<file path="config.mk">
export PLATFORM = sky130hd
export DESIGN_NAME = vga_timing_gen_flat
export DESIGN_NICKNAME = d
export VERILOG_FILES = /design/src/rtl/vga_timing_gen_if.sv /design/src/rtl/vga_timing_gen.sv /design/src/flat_wrapper.sv
export SDC_FILE = /design/constraint.sdc
export NUM_CORES = 1
export LEC_CHECK = 0
export ABC_AREA = 1
export BUFFER_PORTS_ARGS = -buffer_cell sky130_fd_sc_hd__buf_2
export CAP_MARGIN = 20
export CORE_ASPECT_RATIO = 0.9
export CORE_MARGIN = 2
export CORE_UTILIZATION = 58
export CTS_CLUSTER_SIZE = 40
export DETAILED_ROUTE_END_ITERATION = 6
export GPL_TIMING_DRIVEN = 0
export PLACE_DENSITY = 0.85
export SLEW_MARGIN = 10
export SYNTH_ARGS = -nofsm -noshare
export SYNTH_HDL_FRONTEND = slang
export SYNTH_SLANG_ARGS = --single-unit
</file>
<file path="constraint.sdc">
create_clock -name clk60MHz -period 2.52 [get_ports clk60MHz]
set_input_delay 0.504 -clock clk60MHz [delete_from_list [all_inputs] [get_ports clk60MHz]]
set_output_delay 0.504 -clock clk60MHz [all_outputs]
set_load 0.01 [all_outputs]
</file>
<file path="src/rtl/vga_timing_gen_if.sv">
// VGA raster bundle passed along the draw-stage chain.
// The generator drives it through the out modport; each consumer reads it through the in modport.
interface vga_if;
   logic [10:0] hcount;
   logic [10:0] vcount;
   logic        hsync;
   logic        vsync;
   logic        hblnk;
   logic        vblnk;
   logic [11:0] rgb;

   modport out (
      output hcount, vcount, hsync, vsync, hblnk, vblnk, rgb
   );

   modport in (
      input hcount, vcount, hsync, vsync, hblnk, vblnk, rgb
   );
endinterface

</file>
<file path="src/rtl/vga_timing_gen.sv">
// VGA raster source: h/v counters with sync/blank flags and line/frame strobes.
// Flags are decoded from the next-count values, so they line up with the counts presented in the same cycle.
module vga_timing_gen #(
   parameter int HOR_ACTIVE = 1024,
   parameter int HOR_FP     = 24,
   parameter int HOR_SYNC   = 136,
   parameter int HOR_BP     = 160,
   parameter int VER_ACTIVE = 768,
   parameter int VER_FP     = 3,
   parameter int VER_SYNC   = 6,
   parameter int VER_BP     = 29
) (
   input  logic clk60MHz,
   input  logic rst_n,
   input  logic en,
   output logic line_start,
   output logic frame_start,
   vga_if.out   out
);

   localparam int HOR_TOTAL = HOR_ACTIVE + HOR_FP + HOR_SYNC + HOR_BP;
   localparam int VER_TOTAL = VER_ACTIVE + VER_FP + VER_SYNC + VER_BP;

   generate
      if (HOR_TOTAL > 2048 || VER_TOTAL > 2048) begin : g_bad_totals
         $error("vga_timing_gen: HOR_TOTAL and VER_TOTAL must not exceed 2048");
      end
   endgenerate

   // Comparisons are done at 12 bits so that a window end of 2048 is still representable.
   localparam logic [11:0] H_LAST       = 12'(HOR_TOTAL - 1);
   localparam logic [11:0] H_BLANK      = 12'(HOR_ACTIVE);
   localparam logic [11:0] H_SYNC_START = 12'(HOR_ACTIVE + HOR_FP);
   localparam logic [11:0] H_SYNC_END   = 12'(HOR_ACTIVE + HOR_FP + HOR_SYNC);
   localparam logic [11:0] V_LAST       = 12'(VER_TOTAL - 1);
   localparam logic [11:0] V_BLANK      = 12'(VER_ACTIVE);
   localparam logic [11:0] V_SYNC_START = 12'(VER_ACTIVE + VER_FP);
   localparam logic [11:0] V_SYNC_END   = 12'(VER_ACTIVE + VER_FP + VER_SYNC);

   logic [10:0] h_cnt;
   logic [10:0] v_cnt;
   logic [10:0] h_next;
   logic [10:0] v_next;
   logic        h_wrap;
   logic        v_wrap;
   logic        hsync_q;
   logic        vsync_q;
   logic        hblnk_q;
   logic        vblnk_q;

   always_comb begin
      h_wrap = ({1'b0, h_cnt} == H_LAST);
      v_wrap = ({1'b0, v_cnt} == V_LAST);
      h_next = h_wrap ? 11'd0 : h_cnt + 11'd1;
      v_next = v_cnt;
      if (h_wrap) begin
         v_next = v_wrap ? 11'd0 : v_cnt + 11'd1;
      end
   end

   // With en low nothing is written, so counts, flags and strobes all hold.
   always_ff @(posedge clk60MHz or negedge rst_n) begin
      if (!rst_n) begin
         h_cnt       <= '0;
         v_cnt       <= '0;
         hsync_q     <= 1'b0;
         vsync_q     <= 1'b0;
         hblnk_q     <= 1'b0;
         vblnk_q     <= 1'b0;
         line_start  <= 1'b0;
         frame_start <= 1'b0;
      end else if (en) begin
         h_cnt       <= h_next;
         v_cnt       <= v_next;
         hblnk_q     <= ({1'b0, h_next} >= H_BLANK);
         hsync_q     <= ({1'b0, h_next} >= H_SYNC_START) && ({1'b0, h_next} < H_SYNC_END);
         vblnk_q     <= ({1'b0, v_next} >= V_BLANK);
         vsync_q     <= ({1'b0, v_next} >= V_SYNC_START) && ({1'b0, v_next} < V_SYNC_END);
         line_start  <= h_wrap;
         frame_start <= h_wrap && v_wrap;
      end
   end

   assign out.hcount = h_cnt;
   assign out.vcount = v_cnt;
   assign out.hsync  = hsync_q;
   assign out.vsync  = vsync_q;
   assign out.hblnk  = hblnk_q;
   assign out.vblnk  = vblnk_q;
   assign out.rgb    = 12'h000;

endmodule

</file>
<file path="src/flat_wrapper.sv">
// flat-port wrapper written by rule: the top's interface ports become plain ports
module vga_timing_gen_flat 
#(
   parameter int HOR_ACTIVE = 1024,
   parameter int HOR_FP     = 24,
   parameter int HOR_SYNC   = 136,
   parameter int HOR_BP     = 160,
   parameter int VER_ACTIVE = 768,
   parameter int VER_FP     = 3,
   parameter int VER_SYNC   = 6,
   parameter int VER_BP     = 29
)
  (clk60MHz, rst_n, en, line_start, frame_start, out_hcount, out_vcount, out_hsync, out_vsync, out_hblnk, out_vblnk, out_rgb);
  vga_if out_i ();
  input  logic clk60MHz;
  input  logic rst_n;
  input  logic en;
  output logic line_start;
  output logic frame_start;
  output wire logic [$bits(out_i.hcount)-1:0] out_hcount;
  output wire logic [$bits(out_i.vcount)-1:0] out_vcount;
  output wire logic [$bits(out_i.hsync)-1:0] out_hsync;
  output wire logic [$bits(out_i.vsync)-1:0] out_vsync;
  output wire logic [$bits(out_i.hblnk)-1:0] out_hblnk;
  output wire logic [$bits(out_i.vblnk)-1:0] out_vblnk;
  output wire logic [$bits(out_i.rgb)-1:0] out_rgb;
  assign out_hcount = out_i.hcount;
  assign out_vcount = out_i.vcount;
  assign out_hsync = out_i.hsync;
  assign out_vsync = out_i.vsync;
  assign out_hblnk = out_i.hblnk;
  assign out_vblnk = out_i.vblnk;
  assign out_rgb = out_i.rgb;
  vga_timing_gen #(.HOR_ACTIVE(HOR_ACTIVE), .HOR_FP(HOR_FP), .HOR_SYNC(HOR_SYNC), .HOR_BP(HOR_BP), .VER_ACTIVE(VER_ACTIVE), .VER_FP(VER_FP), .VER_SYNC(VER_SYNC), .VER_BP(VER_BP)) u_core (.clk60MHz(clk60MHz), .rst_n(rst_n), .en(en), .line_start(line_start), .frame_start(frame_start), .out(out_i));
endmodule
</file>
== Word level (Yosys, flattened, before mapping) ==
Cells that the tools add are included.

* $lt $le $gt $ge: 6
* Mux-type cells: 3
* Equality and inequality tests: 2
* Add/sub/neg operators: 2
* Reductions and logical operators: 3

{| class="wikitable"
|+ Operator list
! operator !! count
|-
| $mux 11 || 3
|-
| $add 11x1->11 const B || 2
|-
| $ge 11x10->1 const B || 2
|-
| $ge 11x11->1 const B || 2
|-
| $eq 11x10->1 const B || 1
|-
| $eq 11x11->1 const B || 1
|-
| $lt 11x10->1 const B || 1
|-
| $lt 11x11->1 const B || 1
|-
| $logic_and 1x1->1 || 3
|}

* Output and inout bits: 40
* Flip-flop bits (word level): 28
* Logic and storage cells: 24
* Input port bits: 3

== Depth between registers and ports, before layout ==
Gate-level depths: netlist of run 1.

* Word-level depth: 5
* Mapped depth: 13
* Mapped depth without buffers: 13

== Least setup slack after synthesis of run 1 ==
No wires, ideal clock.

* Path kind: reg-to-reg
* Start point: reg u_core.h_cnt[0] (netlist: u_core.out.hcount[0])
* End point: reg u_core.vsync_q (netlist: u_core.out.vsync)
* Clock period less this slack: 1.726 ns
* Path slack: 0.794 ns
* Cell stages (with the launch flop): 14
* Required time: 2.403 ns
* Library setup time: 0.117 ns
* Arrival time: 1.609 ns
* Buffers on the path: 1
* Cells stage by stage: dfrtp_1 -> ha_1 -> nand2_2 -> nor2_2 -> nand2_2 -> nor2_4 -> buf_6 -> nand3_1 -> nand3_1 -> nand2_1 -> nand2_1 -> nand2_1 -> nand3_1 -> nand2_1

* Cells in the longest elaborated chain, start to end: 4
* Elaborated cells between the ends (all ways): 5
* Those cells by class: order compare: 2; eq/ne: 1; mux: 1; reduce/logical: 1

{| class="wikitable"
|+ RTL lines
! element !! line !! RTL
|-
| from (decl) || vga_timing_gen.sv:40 || <nowiki>logic [10:0] h_cnt;</nowiki>
|-
| from (signal assigned) || vga_timing_gen.sv:73 || <nowiki>h_cnt <= h_next;</nowiki>
|-
| $eq 11x11->1 * || vga_timing_gen.sv:52 || <nowiki>h_wrap = ({1'b0, h_cnt} == H_LAST);</nowiki>
|-
| $mux 11 * || vga_timing_gen.sv:56 || <nowiki>if (h_wrap) begin</nowiki>
|-
| $ge 11x10->1 or $lt 11x10->1 (tied branches) || vga_timing_gen.sv:78 || <nowiki>vsync_q <= ({1'b0, v_next} >= V_SYNC_START) && ({1'b0, v_next} < V_SYNC_END);</nowiki>
|-
| $logic_and 1x1->1 * || vga_timing_gen.sv:78 ||
|-
| to (signal assigned) || vga_timing_gen.sv:78 ||
|-
| to (decl) || vga_timing_gen.sv:47 || <nowiki>logic vsync_q;</nowiki>
|}

Every way passes the cells marked *; elsewhere a longest branch is shown, timed or not.
A chain may end at the register's enable or synchronous reset.

== Worst setup path after layout of run 1 ==
Same ends and word-level chain as after synthesis.

==> flow_summary.rst, run 1 <==
.. list-table::
   :header-rows: 1

   * - Metric
     - Value
   * - Aggregate global routing overflow
     - 0
   * - Leak
     - 1.14 nW
   * - Number of nets in the layout
     - 324
   * - CTS H-tree depth
     - 1
   * - Routed Antenna Nets
     - 0
   * - Clock root buffer master
     - sky130_fd_sc_hd__clkbuf_4
   * - Crit path required time
     - 2790 ps
   * - Worst-path maximum fanout
     - 10
   * - Outcome
     - completed
   * - Per-cell via count in the routed design
     - 5.09
   * - Initial antenna violation count
     - 0
   * - Setup repair after global routing missed its margin
     - false
   * - Number of slew-limit violations in the final report
     - 0
   * - Final Hold Fails
     - 0
   * - Highest Clock Rate
     - 515 MHz
   * - Number of cell rows
     - 19
   * - Distinct cells, synth
     - 27
   * - Average footprint of a synthesized cell
     - 6.94 sq um
   * - WL final
     - 4.10 mm
   * - Die width
     - 64.0 microns
   * - Number of synthesized register bits
     - 28
   * - HPWL reported at the end of detailed placement
     - 3.19 mm
   * - Number of diodes
     - 0
   * - Detailed-routing iteration count for the pre-antenna-repair pass
     - 5
   * - Setup tns final
     - 0 ps
   * - Fraction of post-synthesis cell area in the top cell type by area
     - 37.3%
   * - Layout Area Growth over Synthesis
     - 14.2%
   * - CTS tree
     - done
   * - CTS Buf Count
     - 3
   * - Drt first-iter violations
     - 114
   * - CP arrival
     - 2210 ps
   * - Most common library cell in the layout ignoring fill and taps
     - sky130_fd_sc_hd__nand2_1
   * - First-pass GRT wire length
     - 6.82 mm
   * - CTS Hold Bufs
     - 0
   * - Post-route worst hold slack
     - 172 ps
   * - Top Ports
     - 43
   * - Number of sinks on the clock net
     - 28
   * - Post-CTS Resized
     - 0
   * - Placer's final routability congestion estimate
     - 0.923
   * - Worst hold path class
     - in2async
   * - Leading cell types by total area after synthesis
     - sky130_fd_sc_hd__dfrtp_1 37%, sky130_fd_sc_hd__nand2_1 16%, sky130_fd_sc_hd__nand3_1 8.0%
   * - Critical Setup Path Class
     - reg2reg
   * - Deepest clock path buffer count
     - 2
   * - Post-detailed-route wirelength per cell
     - 11.5 microns
   * - Nature of the critical path startpoint
     - register
   * - Count of final setup violators
     - 0
   * - Overall global routing resource usage
     - 23.4%
   * - Slack of the critical path
     - 578 ps
   * - Depth of the worst register-to-register path
     - 12
   * - Number of max-cap violations
     - 0
   * - Post-route clock skew
     - 4.53 ps
   * - Initial Util
     - 61.3%
   * - Floorplan die area
     - 3710 sq um
   * - Place WS
     - 612 ps
   * - Launching point of the worst reg2reg path
     - u_core.out.hcount[0]
   * - Source-to-sink clock delay at the later pin of the worst-skew pair
     - 320 ps
   * - Peak supply drop
     - 0.383 mV
   * - Min Tclk post-route
     - 1940 ps
   * - Commonest cells after routing, fill and taps aside
     - 81 x sky130_fd_sc_hd__nand2_1, 30 x sky130_fd_sc_hd__nand3_1, 30 x sky130_fd_sc_hd__nor2_1, 30 x sky130_fd_sc_hd__buf_2, 28 x sky130_fd_sc_hd__dfrtp_1
   * - Combined area of all synthesized cells
     - 1880 sq um
   * - Core region area
     - 3070 sq um
   * - Cell type contributing the most total cell area after synthesis
     - sky130_fd_sc_hd__dfrtp_1
   * - Worst relative slew slack
     - 59.1%
   * - Syn. warnings
     - 0
   * - Port bufs
     - 30
   * - Measured slew at the worst slew-check pin
     - 613 ps
   * - Cell count after synthesis
     - 271
   * - Postcts setup bufs
     - 0
   * - Seq/Total Area, Yosys
     - 37.3%
   * - Worst setup slack for register-to-register paths
     - 580 ps
   * - RR Endpoint
     - u_core.out.vsync
   * - Worst setup EP type
     - register
   * - Pwr/cell area
     - 568 nW/um^2
   * - Largest net degree at the start of global routing
     - 29
   * - Clock transition at path regs
     - 140 ps
   * - Detailed-route DRC error count
     - 0
   * - Fraction of final layout cells sized beyond drive strength 1
     - 19.7%
   * - Die height
     - 58.0 microns
   * - Via count of the first global-routing pass
     - 1,539
   * - Final critical-path share of the clock period
     - 77.0%
   * - Total number of vias
     - 1,818
[report_power, final]
group	total (mW)	switching (mW)	internal, mW
clock network	0.178	0.122	0.0560
logic	0.414	0.255	0.159
registers	0.627	0.104	0.523
total	1.22	0.481	0.738
[cells in the mapped netlist]
cell type,instances
sky130_fd_sc_hd__a21oi_1,1
sky130_fd_sc_hd__and2_1,1
sky130_fd_sc_hd__buf_4,12
sky130_fd_sc_hd__buf_6,1
sky130_fd_sc_hd__clkbuf_1,4
sky130_fd_sc_hd__conb_1,1
sky130_fd_sc_hd__dfrtp_1,28
sky130_fd_sc_hd__ha_1,4
sky130_fd_sc_hd__inv_1,27
sky130_fd_sc_hd__inv_2,2
sky130_fd_sc_hd__nand2_1,81
sky130_fd_sc_hd__nand2_2,6
sky130_fd_sc_hd__nand3_1,30
sky130_fd_sc_hd__nand3_2,1
sky130_fd_sc_hd__nand4_1,2
sky130_fd_sc_hd__nand4_2,1
sky130_fd_sc_hd__nor2_1,30
sky130_fd_sc_hd__nor2_2,4
sky130_fd_sc_hd__nor2_4,2
sky130_fd_sc_hd__nor3_1,2
sky130_fd_sc_hd__o21a_1,2
sky130_fd_sc_hd__o21ai_0,18
sky130_fd_sc_hd__o21ai_1,1
sky130_fd_sc_hd__o22ai_1,1
sky130_fd_sc_hd__or2_1,1
sky130_fd_sc_hd__xnor2_1,1
sky130_fd_sc_hd__xor2_1,7
[layout make-up]
type / instances / area, sq um
clock buffers: 3 / 22.5
fillers: 265 / 920
flip-flops and latches: 28 / 701
repair buffers: 30 / 150
inverters: 29 / 109
multi-input cells: 208 / 996
well taps: 42 / 52.6
plain buffers: 17 / 116
[per-layer routing]
layer | track usage (%) | vias up | share of wire, %
li1 | - | 916 | -
met1 | 33.8 | 840 | 48
met2 | 37.9 | 58 | 45
met3 | 3.88 | 4 | 6.6
met4 | 4.35 | 0 | 0.71
met5 | 0 | - | 0
[kinds of logic after synthesis]
kind of cell	Yosys count	share of synthesized area, %
adder cells (fa/ha/maj)	4	2.66
flip-flops	28	37.3
XOR/XNOR	8	3.73
AND/OR/NAND/NOR	161	37.7
buffers and inverters	46	12.0
AO/OA/AOI/OAI	23	6.45
other	1	0.199
[critical path: stages, from the launching register on]
cell,delay (ps)
sky130_fd_sc_hd__dfrtp_1,450
sky130_fd_sc_hd__ha_1,230
sky130_fd_sc_hd__nand2_2,80
sky130_fd_sc_hd__nor2_2,100
sky130_fd_sc_hd__nand2_2,70
sky130_fd_sc_hd__nor2_4,210
sky130_fd_sc_hd__buf_6,180
sky130_fd_sc_hd__nand3_1,70
sky130_fd_sc_hd__nand3_1,120
sky130_fd_sc_hd__nand3_1,110
sky130_fd_sc_hd__nor2_1,130
sky130_fd_sc_hd__nand3_1,90
sky130_fd_sc_hd__nand2_1,60
[how the worst max path moves through the flow]
stage / from / depth (start not counted) / end
floorplan: u_core.out.hcount[0] / 13 / u_core.out.vsync
global placement: u_core.out.hcount[0] / 12 / u_core.out.vsync
detailed placement: u_core.out.hcount[0] / 13 / u_core.out.vsync
CTS: u_core.out.hcount[0] / 12 / u_core.out.vsync
global route: u_core.out.hcount[0] / 12 / u_core.out.vsync
finish: u_core.out.hcount[0] / 12 / u_core.out.vsync
[sequential cells by signal, summed over array words and instances (netlist names)]
register	cells
u_core.out.hcount	11
u_core.out.vcount	11
u_core.frame_start	1
u_core.line_start	1
u_core.out.hblnk	1
u_core.out.hsync	1
u_core.out.vblnk	1
u_core.out.vsync	1
[through the flow]
| step | cells | utilization, % | instance area, sq um | power [mW] |
|---|---|---|---|---|
| after floorplan | 282 | - | 1920 | 0.891 |
| after global placement | 354 | 69.3 | 2120 | 1.03 |
| after detailed placement | 354 | 69.3 | 2120 | 1.04 |
| after CTS | 357 | 70.0 | 2150 | 1.23 |
| after global routing | 357 | 70.0 | 2150 | 1.31 |
| final | 357 | 70.0 | 2150 | 1.22 |
Note: power is estimated with default switching activity, not from simulation.
==> run 2, diff against run 1 <==
- CORE_UTILIZATION: 58 -> 54
- PLACE_DENSITY: 0.85 -> 0.8
- clock period: 2.52 -> 2 ns (I/O delays scaled with it)
==> flow_summary.rst, run 2 (synthesized netlist as in run 1, its figures left out) <==
.. list-table::
   :header-rows: 1

   * - Metric
     - Value
   * - Outcome
     - completed
   * - CTS tree
     - done
   * - Highest Clock Rate
     - 537 MHz (+4.3%)
   * - Aggregate global routing overflow
     - 0 (unchanged)
   * - Most common library cell in the layout ignoring fill and taps
     - sky130_fd_sc_hd__nand2_1
   * - WL final
     - 4.30 mm (+5.0%)
   * - Detailed-routing iteration count for the pre-antenna-repair pass
     - 4 (-1)
   * - Clock transition at path regs
     - 100 ps (-40 ps)
   * - Final critical-path share of the clock period
     - 93.0% (+16 points)
   * - Floorplan die area
     - 3970 sq um (+6.9%)
   * - Final Hold Fails
     - 0 (unchanged)
   * - Placer's final routability congestion estimate
     - 0.876 (-5.2%)
   * - Overall global routing resource usage
     - 23.0% (-0.39 points)
   * - Commonest cells after routing, fill and taps aside
     - 81 x sky130_fd_sc_hd__nand2_1, 30 x sky130_fd_sc_hd__nor2_1, 30 x sky130_fd_sc_hd__buf_2, 29 x sky130_fd_sc_hd__nand3_1
   * - Die width
     - 66.2 microns (+3.4%)
   * - Nature of the critical path startpoint
     - register
   * - Crit path required time
     - 2220 ps (-570 ps)
   * - Deepest clock path buffer count
     - 2 (unchanged)
   * - Detailed-route DRC error count
     - 0 (unchanged)
   * - Layout Area Growth over Synthesis
     - 18.7%
   * - Top Ports
     - 43 (unchanged)
   * - Die height
     - 60.0 microns (+3.4%)
   * - Setup repair after global routing missed its margin
     - false
   * - Initial antenna violation count
     - 0 (unchanged)
   * - Min Tclk post-route
     - 1860 ps (-80.9 ps)
   * - Count of final setup violators
     - 0 (unchanged)
   * - Number of slew-limit violations in the final report
     - 0 (unchanged)
   * - Largest net degree at the start of global routing
     - 29 (unchanged)
   * - Routed Antenna Nets
     - 0 (unchanged)
   * - First-pass GRT wire length
     - 6.91 mm (+1.4%)
   * - Core region area
     - 3350 sq um (+9.3%)
   * - Per-cell via count in the routed design
     - 4.97 (-2.4%)
   * - Total number of vias
     - 1,795 (-1.3%)
   * - Number of cell rows
     - 20 (+1)
   * - Peak supply drop
     - 0.480 mV (+26%)
   * - Worst-path maximum fanout
     - 10 (unchanged)
   * - Worst setup EP type
     - register
   * - CTS H-tree depth
     - 1 (unchanged)
   * - Fraction of final layout cells sized beyond drive strength 1
     - 21.1% (+1.5 points)
   * - CP arrival
     - 2080 ps (-130 ps)
   * - Depth of the worst register-to-register path
     - 12 (unchanged)
   * - Measured slew at the worst slew-check pin
     - 636 ps (+23.1 ps)
   * - Leak
     - 1.17 nW (+2.4%)
   * - # fillers
     - 304 (+15%)
   * - Post-route worst hold slack
     - 131 ps (-41.0 ps)
   * - Number of sinks on the clock net
     - 28 (unchanged)
   * - Critical Setup Path Class
     - reg2reg
   * - Initial Util
     - 56.1% (-5.2 points)
   * - Number of diodes
     - 0 (unchanged)
   * - Worst hold path class
     - in2async
   * - Post-detailed-route wirelength per cell
     - 11.9 microns (+3.8%)
   * - Worst relative slew slack
     - 57.6% (-1.5 points)
   * - Clock root buffer master
     - sky130_fd_sc_hd__clkbuf_8
   * - HPWL reported at the end of detailed placement
     - 3.17 mm (-0.57%)
   * - Number of nets in the layout
     - 325 (+0.31%)
   * - Source-to-sink clock delay at the later pin of the worst-skew pair
     - 280 ps (-40 ps)
   * - Port bufs
     - 30 (unchanged)
   * - Placed Instance Area
     - 2130 sq um (+0.12%)
   * - CTS Hold Bufs
     - 0 (unchanged)
   * - Final non-filler cell area
     - 2230 sq um (+4.0%)
   * - Setup tns final
     - 0 ps (unchanged)
   * - CTS Buf Count
     - 3 (unchanged)
   * - Number of max-cap violations
     - 0 (unchanged)
   * - Post-route clock skew
     - 3.75 ps (-0.771 ps)
   * - Pwr/cell area
     - 792 nW/um^2 (+40%)
   * - Via count of the first global-routing pass
     - 1,528 (-0.71%)
   * - Drt first-iter violations
     - 98 (-14%)
run 2: layer usage:
| metal | global-route usage (%) | part of all wire [%] | up-vias | wire (microns) |
|---|---|---|---|---|
| met4 | 7.87 | 0.88 | 0 | 38 |
| met2 | 35.4 | 47 | 60 | 2010 |
| met1 | 34.5 | 46 | 810 | 1990 |
| li1 | - | - | 920 | - |
| met3 | 1.69 | 6.0 | 5 | 260 |
| met5 | 0 | 0 | - | 0 |
run 2: path summary, 6_finish.rpt:
path,startpoint,endpoint,slack [ps]
worst min register to register,u_core.frame_start,u_core.frame_start,490
max in group asynchronous,rst_n,u_core.out.hcount[0],1430
min in group clk60MHz,en,u_core.frame_start,440
worst max-delay path,u_core.out.hcount[1],u_core.out.vsync,140
worst max register to register,u_core.out.hcount[1],u_core.out.vsync,140
worst min-delay path,rst_n,u_core.frame_start,130
run 2: area by class of cell:
class / instances / area (sq um) / share of cell area (%)
buffer: 17 / 116 / 5.21
timing repair buffer: 31 / 170 / 7.62
sequential: 28 / 702 / 31.4
tap: 44 / 55.1 / 2.47
clock buffer: 3 / 41.3 / 1.85
inverter: 29 / 109 / 4.88
clock inverter: 1 / 30.0 / 1.35
multi-input combinational: 208 / 1010 / 45.2
run 2: where the power goes:
group | total, mW | switching [mW] | leakage [nW] | internal (mW)
combinational | 0.521 | 0.320 | 0.768 | 0.201
sequential | 0.793 | 0.133 | 0.362 | 0.660
clock | 0.454 | 0.186 | 0.0357 | 0.268
total | 1.77 | 0.639 | 1.17 | 1.13
run 2: repair_timing:
action / 4_1_cts / 5_1_grt
gates resized for setup: 0 / 4
setup endpoints to repair: 0 / 4
buffers inserted: 0 / 1
run 2: critical path, cell delays in order (launching register included):
cell and delay (ps):
sky130_fd_sc_hd__dfrtp_1 420, sky130_fd_sc_hd__ha_2 240, sky130_fd_sc_hd__nand2_2 80, sky130_fd_sc_hd__nor2_2 110
sky130_fd_sc_hd__nand2_2 70, sky130_fd_sc_hd__nor2_4 130, sky130_fd_sc_hd__buf_6 160, sky130_fd_sc_hd__nand3_1 70
sky130_fd_sc_hd__nand3_1 130, sky130_fd_sc_hd__nand3_1 110, sky130_fd_sc_hd__nor2_1 130, sky130_fd_sc_hd__nand3_1 90
sky130_fd_sc_hd__nand2_1 70
run 2: metrics by stage:
| step | util [%] | power [mW] | setup WS (ps) | cells |
|---|---|---|---|---|
| 6_report | 66.6 | 1.77 | 139 | 361 |
| 5_1_grt | 66.6 | 1.89 | 3.59 | 361 |
| 3_3_place_gp | 63.4 | 1.30 | 101 | 356 |
| 4_1_cts | 65.6 | 1.77 | 53.1 | 360 |
| 2_1_floorplan | - | 1.12 | 274 | 282 |
| 3_5_place_dp | 63.4 | 1.31 | 86.1 | 356 |
